--- config.mk ---
export PLATFORM = sky130hd
export DESIGN_NAME = uart_rx
export DESIGN_NICKNAME = d
export VERILOG_FILES = /design/src/rtl/uart_rx.sv
export SDC_FILE = /design/constraint.sdc
export NUM_CORES = 1
export LEC_CHECK = 0
export ABC_AREA = 1
export BUFFER_PORTS_ARGS = -buffer_cell sky130_fd_sc_hd__clkbuf_2
export CELL_PAD_IN_SITES_DETAIL_PLACEMENT = 2
export CELL_PAD_IN_SITES_GLOBAL_PLACEMENT = 2
export CORE_ASPECT_RATIO = 0.7
export CORE_MARGIN = 8
export CORE_UTILIZATION = 34
export CTS_BUF_LIST = sky130_fd_sc_hd__clkbuf_8
export CTS_CLUSTER_DIAMETER = 100
export DETAILED_ROUTE_END_ITERATION = 8
export PLACE_DENSITY_LB_ADDON = 0.1
export SLEW_MARGIN = 5
export SYNTH_ARGS = -nofsm -noshare
export SYNTH_HDL_FRONTEND = slang
export SYNTH_SLANG_ARGS = --single-unit
--- constraint.sdc ---
create_clock -name clk -period 2.4 [get_ports clk]
set_clock_uncertainty 0.2 [all_clocks]
set_input_delay 0.12 -clock clk [delete_from_list [all_inputs] [get_ports clk]]
set_output_delay 0.12 -clock clk [all_outputs]
set_load 0.01 [all_outputs]
--- src/rtl/uart_rx.sv ---
// 8N1 UART receiver: 16x oversampled from a baud tick, 3-sample majority vote
// at mid-bit, valid/ready byte output with framing and sticky overrun flags.
module uart_rx #(
    parameter int DATA_BITS  = 8,
    parameter int OVERSAMPLE = 16
) (
    input  logic                 clk,
    input  logic                 reset,
    input  logic                 iRX_BAUD_tick,
    input  logic                 iRX_DATA,
    input  logic                 iRX_READY,
    output logic [DATA_BITS-1:0] oRX_BYTE,
    output logic                 oRX_VALID,
    output logic                 oRX_FRAME_ERR,
    output logic                 oRX_OVERRUN,
    output logic                 oRX_BUSY
);

    localparam int MID  = OVERSAMPLE / 2;
    localparam int TC_W = $clog2(OVERSAMPLE);
    localparam int BC_W = (DATA_BITS > 1) ? $clog2(DATA_BITS) : 1;

    localparam logic [TC_W-1:0] TC_LO   = TC_W'(MID - 1);
    localparam logic [TC_W-1:0] TC_MID  = TC_W'(MID);
    localparam logic [TC_W-1:0] TC_HI   = TC_W'(MID + 1);
    localparam logic [TC_W-1:0] TC_LAST = TC_W'(OVERSAMPLE - 1);
    localparam logic [BC_W-1:0] BC_LAST = BC_W'(DATA_BITS - 1);

    typedef enum logic [1:0] {
        ST_IDLE  = 2'd0,
        ST_START = 2'd1,
        ST_DATA  = 2'd2,
        ST_STOP  = 2'd3
    } state_t;

    function automatic logic majority3(input logic a, input logic b, input logic c);
        return (a & b) | (a & c) | (b & c);
    endfunction

    state_t               state_r;
    logic [TC_W-1:0]      tc_r;
    logic [BC_W-1:0]      bit_cnt_r;
    logic [DATA_BITS-1:0] shift_r;
    logic [1:0]           smp_r;
    logic                 rx_meta_r;
    logic                 rx_sync_r;
    logic                 wait_high_r;
    logic [DATA_BITS-1:0] byte_r;
    logic                 valid_r;
    logic                 ferr_r;
    logic                 overrun_r;
    logic                 busy_r;

    logic                 vote_s;
    logic                 accept_s;
    logic                 frame_done_s;

    // Two-flop synchronizer for the asynchronous serial line, idle-high preset
    always_ff @(posedge clk) begin
        if (reset) begin
            rx_meta_r <= 1'b1;
            rx_sync_r <= 1'b1;
        end else begin
            rx_meta_r <= iRX_DATA;
            rx_sync_r <= rx_meta_r;
        end
    end

    // Third vote sample is the live synchronized value at tc = MID+1
    assign vote_s       = majority3(smp_r[0], smp_r[1], rx_sync_r);
    assign accept_s     = valid_r & iRX_READY;
    assign frame_done_s = iRX_BAUD_tick & (state_r == ST_STOP) & (tc_r == TC_HI);

    // Receive FSM (tick-gated) plus the per-clk output handshake
    always_ff @(posedge clk) begin
        if (reset) begin
            state_r     <= ST_IDLE;
            tc_r        <= '0;
            bit_cnt_r   <= '0;
            shift_r     <= '0;
            smp_r       <= 2'b00;
            wait_high_r <= 1'b0;
            byte_r      <= '0;
            valid_r     <= 1'b0;
            ferr_r      <= 1'b0;
            overrun_r   <= 1'b0;
            busy_r      <= 1'b0;
        end else begin
            if (accept_s) begin
                valid_r <= 1'b0;
            end
            // A new frame load overrides a same-clk accept
            if (frame_done_s) begin
                if (!valid_r || iRX_READY) begin
                    byte_r  <= shift_r;
                    ferr_r  <= ~vote_s;
                    valid_r <= 1'b1;
                end else begin
                    overrun_r <= 1'b1;
                end
            end

            if (iRX_BAUD_tick) begin
                if (tc_r == TC_LO) begin
                    smp_r[0] <= rx_sync_r;
                end
                if (tc_r == TC_MID) begin
                    smp_r[1] <= rx_sync_r;
                end

                case (state_r)
                    ST_IDLE: begin
                        tc_r      <= '0;
                        bit_cnt_r <= '0;
                        // After a low stop bit the line must go high before a new start
                        if (rx_sync_r) begin
                            wait_high_r <= 1'b0;
                        end else if (!wait_high_r) begin
                            state_r <= ST_START;
                            busy_r  <= 1'b1;
                        end
                    end
                    ST_START: begin
                        if ((tc_r == TC_HI) && vote_s) begin
                            state_r <= ST_IDLE;
                            busy_r  <= 1'b0;
                            tc_r    <= '0;
                        end else if (tc_r == TC_LAST) begin
                            state_r   <= ST_DATA;
                            tc_r      <= '0;
                            bit_cnt_r <= '0;
                        end else begin
                            tc_r <= tc_r + 1'b1;
                        end
                    end
                    ST_DATA: begin
                        if (tc_r == TC_HI) begin
                            shift_r <= {vote_s, shift_r[DATA_BITS-1:1]};
                        end
                        if (tc_r == TC_LAST) begin
                            tc_r <= '0;
                            if (bit_cnt_r == BC_LAST) begin
                                state_r <= ST_STOP;
                            end else begin
                                bit_cnt_r <= bit_cnt_r + 1'b1;
                            end
                        end else begin
                            tc_r <= tc_r + 1'b1;
                        end
                    end
                    ST_STOP: begin
                        if (tc_r == TC_HI) begin
                            state_r     <= ST_IDLE;
                            busy_r      <= 1'b0;
                            tc_r        <= '0;
                            wait_high_r <= ~vote_s;
                        end else begin
                            tc_r <= tc_r + 1'b1;
                        end
                    end
                    default: begin
                        state_r <= ST_IDLE;
                        busy_r  <= 1'b0;
                        tc_r    <= '0;
                    end
                endcase
            end
        end
    end

    assign oRX_BYTE      = byte_r;
    assign oRX_VALID     = valid_r;
    assign oRX_FRAME_ERR = ferr_r;
    assign oRX_OVERRUN   = overrun_r;
    assign oRX_BUSY      = busy_r;

    uart_rx_checker #(.DATA_BITS(DATA_BITS)) u_checker (
        .clk       (clk),
        .reset     (reset),
        .rx_ready  (iRX_READY),
        .rx_byte   (oRX_BYTE),
        .rx_valid  (oRX_VALID),
        .rx_overrun(oRX_OVERRUN)
    );

endmodule

// Handshake invariants: a held byte stays put and overrun is sticky.
module uart_rx_checker #(
    parameter int DATA_BITS = 8
) (
    input logic                 clk,
    input logic                 reset,
    input logic                 rx_ready,
    input logic [DATA_BITS-1:0] rx_byte,
    input logic                 rx_valid,
    input logic                 rx_overrun
);

    a_hold_stable: assert property (@(posedge clk) disable iff (reset)
        (rx_valid && !rx_ready) |=> (rx_valid && $stable(rx_byte)));

    a_overrun_sticky: assert property (@(posedge clk) disable iff (reset)
        rx_overrun |=> rx_overrun);

endmodule

==> flow_summary.toml <==
[floorplanning]
die-area_mm2 = 0.00719
start_util_pct = 34.4
core-area_mm2 = 0.00465
die_h_um = 73.4
die_w_um = 98
rows = 21
io-pin-count = 17

[power]
power.density_mw_per_mm2 = 592
p_leak_nw = 0.836
irDropWorstVdd_mv = 0.265
clkPwrFrac_pct = 39.1
finalPower_w = 0.00109
power_frac_comb_pct = 7.9
p_int_w = 0.000823
seqPwrFrac_pct = 53.0
p_switching_w = 0.000268
netSwitchingFraction_pct = 24.5

[worst_setup_path]
critPathBufInv = 2
cp-start-kind = "flip-flop"
cp.required_ns = 2.37
critical_path_class = "reg2reg"
critPathTopFamily = "simple AND/OR/NAND/NOR gates"
r2r.worst_path.cells = 10
crit_fanout = 8
crit_cells = 10
cp.arrival_ns = 2.05
endpoint_kind = "flip-flop"
crit_chain = "inv_1 -> ha_1 -> inv_1 -> nor2_1 -> nor2_1 -> nand2_1 -> nor2_2 -> nand2_1 -> nor3_1 -> nor2_1"
slowest_delay_ns = 0.45
slowest_stage = "dfxtp_1"
r2r-end = "state_r[0]"
reg2reg_from = "state_r[0]"
ff2ff_setup_slack_ns = 0.32
critPathMostFrequentCell = "nor2_1"

[finish]
area_growth_pct = 15.1
drive_above_1_share_pct = 14.6
layout_commonest_cell = "nor2_1"
n_antenna_cell = 0
final_core_util_pct = 39.6
final_cell_mix = "nor2_1 (43), nand2_1 (38), dfxtp_1 (34), inv_1 (22), o21ai_0 (21)"
fin_nets = 256
design_area_mm2 = 0.00184

[drt]
post_drt_via_cell_ratio = 5.02
drt_drc_violations_left = 0
postRouteAntennaNets = 0
wire_per_inst_um = 16.0
routed_wl_mm = 4.72
firstDrtPassIters = 4
dr.first_iter.drc_count = 30
vias = 1486

[timing]
min_period_ns = 2.08
tightestPinTransition_ns = 0.716
relSlewSlack_pct = 52.2
hold_viol_final = 0
setup_tns_ns = 0
final_max_slew_viol_count = 0
period_share_pct = 86.5
setup_viol = 0
rsz0062_at_grt = "false"
holdWs_ns = 0.216
max_freq_ghz = 0.482

[synth]
ys_seq_area_share_pct = 42.5
synthesis.nets = 234
synth_cell_types = 25
synth-edff-count = 0
synthArstFlopShare_pct = 0
ys.flop_type = "dfxtp_1"
ys_warn_count = 0
syn_avg_cell_area_um2 = 7.34
synth_area_mm2 = 0.00160
syn_inst = 218
ys_ff_latch = 34

[clock_tree]
clock_path_buffers = 2
cts_buffers = 5
ctsHoldBuffers = 4
post_cts_resized = 0
cts_tree = "built"
path_clk_slew_ns = 0.07
clockRootBuffer = "clkbuf_8"
cts_sinks = 34
clock_latency_ns = 0.29
post-cts-setup-buffers = 0
cts.htree.levels = 2

[grt]
grt.overflow.total = 0
grt_max_degree = 26
track_usage_pct = 14.5
antenna_found_initial = 0
grt_pass1_vias = 1635
grt_pass1_wl_mm = 8.11

[worst_hold_path]
hold_start = "rx_meta_r"
hp-class = "reg2reg"
hold_end = "rx_sync_r"
hold_depth = 1

[place]
gp_congestion = 0.834
port_buffers = 16
dp_hpwl_mm = 3.57
dpl_cell_area_mm2 = 0.00172

[run]
cap_viol_max_count = 0

[outcome]
run_status = "completed"
[cells in the mapped netlist (2+ instances only)]
master,count,area [µm²]
nor2_1,43,161
inv_1,22,82.6
ha_1,11,138
nand4_1,4,25.0
or2_2,2,12.5
buf_2,2,10.0
dfxtp_1,34,681
o21ai_0,21,105
nand2_1,38,143
inv_2,3,11.3
nand2_2,2,12.5
nand3_1,8,40.0
o21ai_1,2,10.0
a21oi_1,14,70.1
nor2_4,2,22.5
[power by group through the flow]
stage | combinational [W] | sequential, W | clock [W]
floorplan | 0.0000573 | 0.000590 | 0
global placement | 0.0000748 | 0.000590 | 0
detailed placement | 0.0000808 | 0.000591 | 0
CTS | 0.0000871 | 0.000578 | 0.000452
global route | 0.0000984 | 0.000579 | 0.000474
finish | 0.0000857 | 0.000578 | 0.000426
[logic make-up after synthesis]
logic type / count (synthesis) / share of synthesized area [%]
AO/OA/AOI/OAI: 38 / 12.1
adder cells (fa/ha/maj): 11 / 8.60
flip-flops: 34 / 42.5
buffers and inverters: 31 / 8.37
XOR/XNOR: 1 / 0.547
AND/OR/NAND/NOR: 103 / 27.8
[flip-flops by register name, indices dropped and copies added (netlist names), named ones only]
signal and flops:
wait_high_r 1, oRX_BYTE 8, tc_r 4, oRX_VALID 1, oRX_FRAME_ERR 1, rx_sync_r 1, smp_r 2, bit_cnt_r 3
state_r 1, rx_meta_r 1, oRX_BUSY 1, oRX_OVERRUN 1, shift_r 8
[worst max path at each step]
stage                          start         end  slack, ns
after floorplan           state_r[0]  state_r[0]       0.68
after global placement    state_r[0]  state_r[0]       0.62
after detailed placement  state_r[0]  state_r[0]       0.33
after CTS                 state_r[0]  state_r[0]       0.29
after global routing      state_r[0]  state_r[0]       0.12
final                     state_r[0]  state_r[0]       0.32
[layout make-up]
type	count	area (µm²)
clock buffer	6	82.6
fill	560	2810
inverter	25	93.8
multi-input combinational	153	786
sequential	34	681
tap	57	71.3
timing repair buffer	21	128
[through the flow]
stage,setup slack [ns],cells
floorplan,0.682,218
global placement,0.616,286
detailed placement,0.335,286
CTS,0.288,296
global route,0.116,296
finish,0.324,296
[routing by layer]
metal	vias up	routed length (µm)	GRT usage, %
met3	4	216	5.39
met4	0	37	4.64
met5	-	0	0
li1	732	-	-
met1	730	2340	17.6
met2	20	2130	23.3
Power figures use the tool's default switching activity.
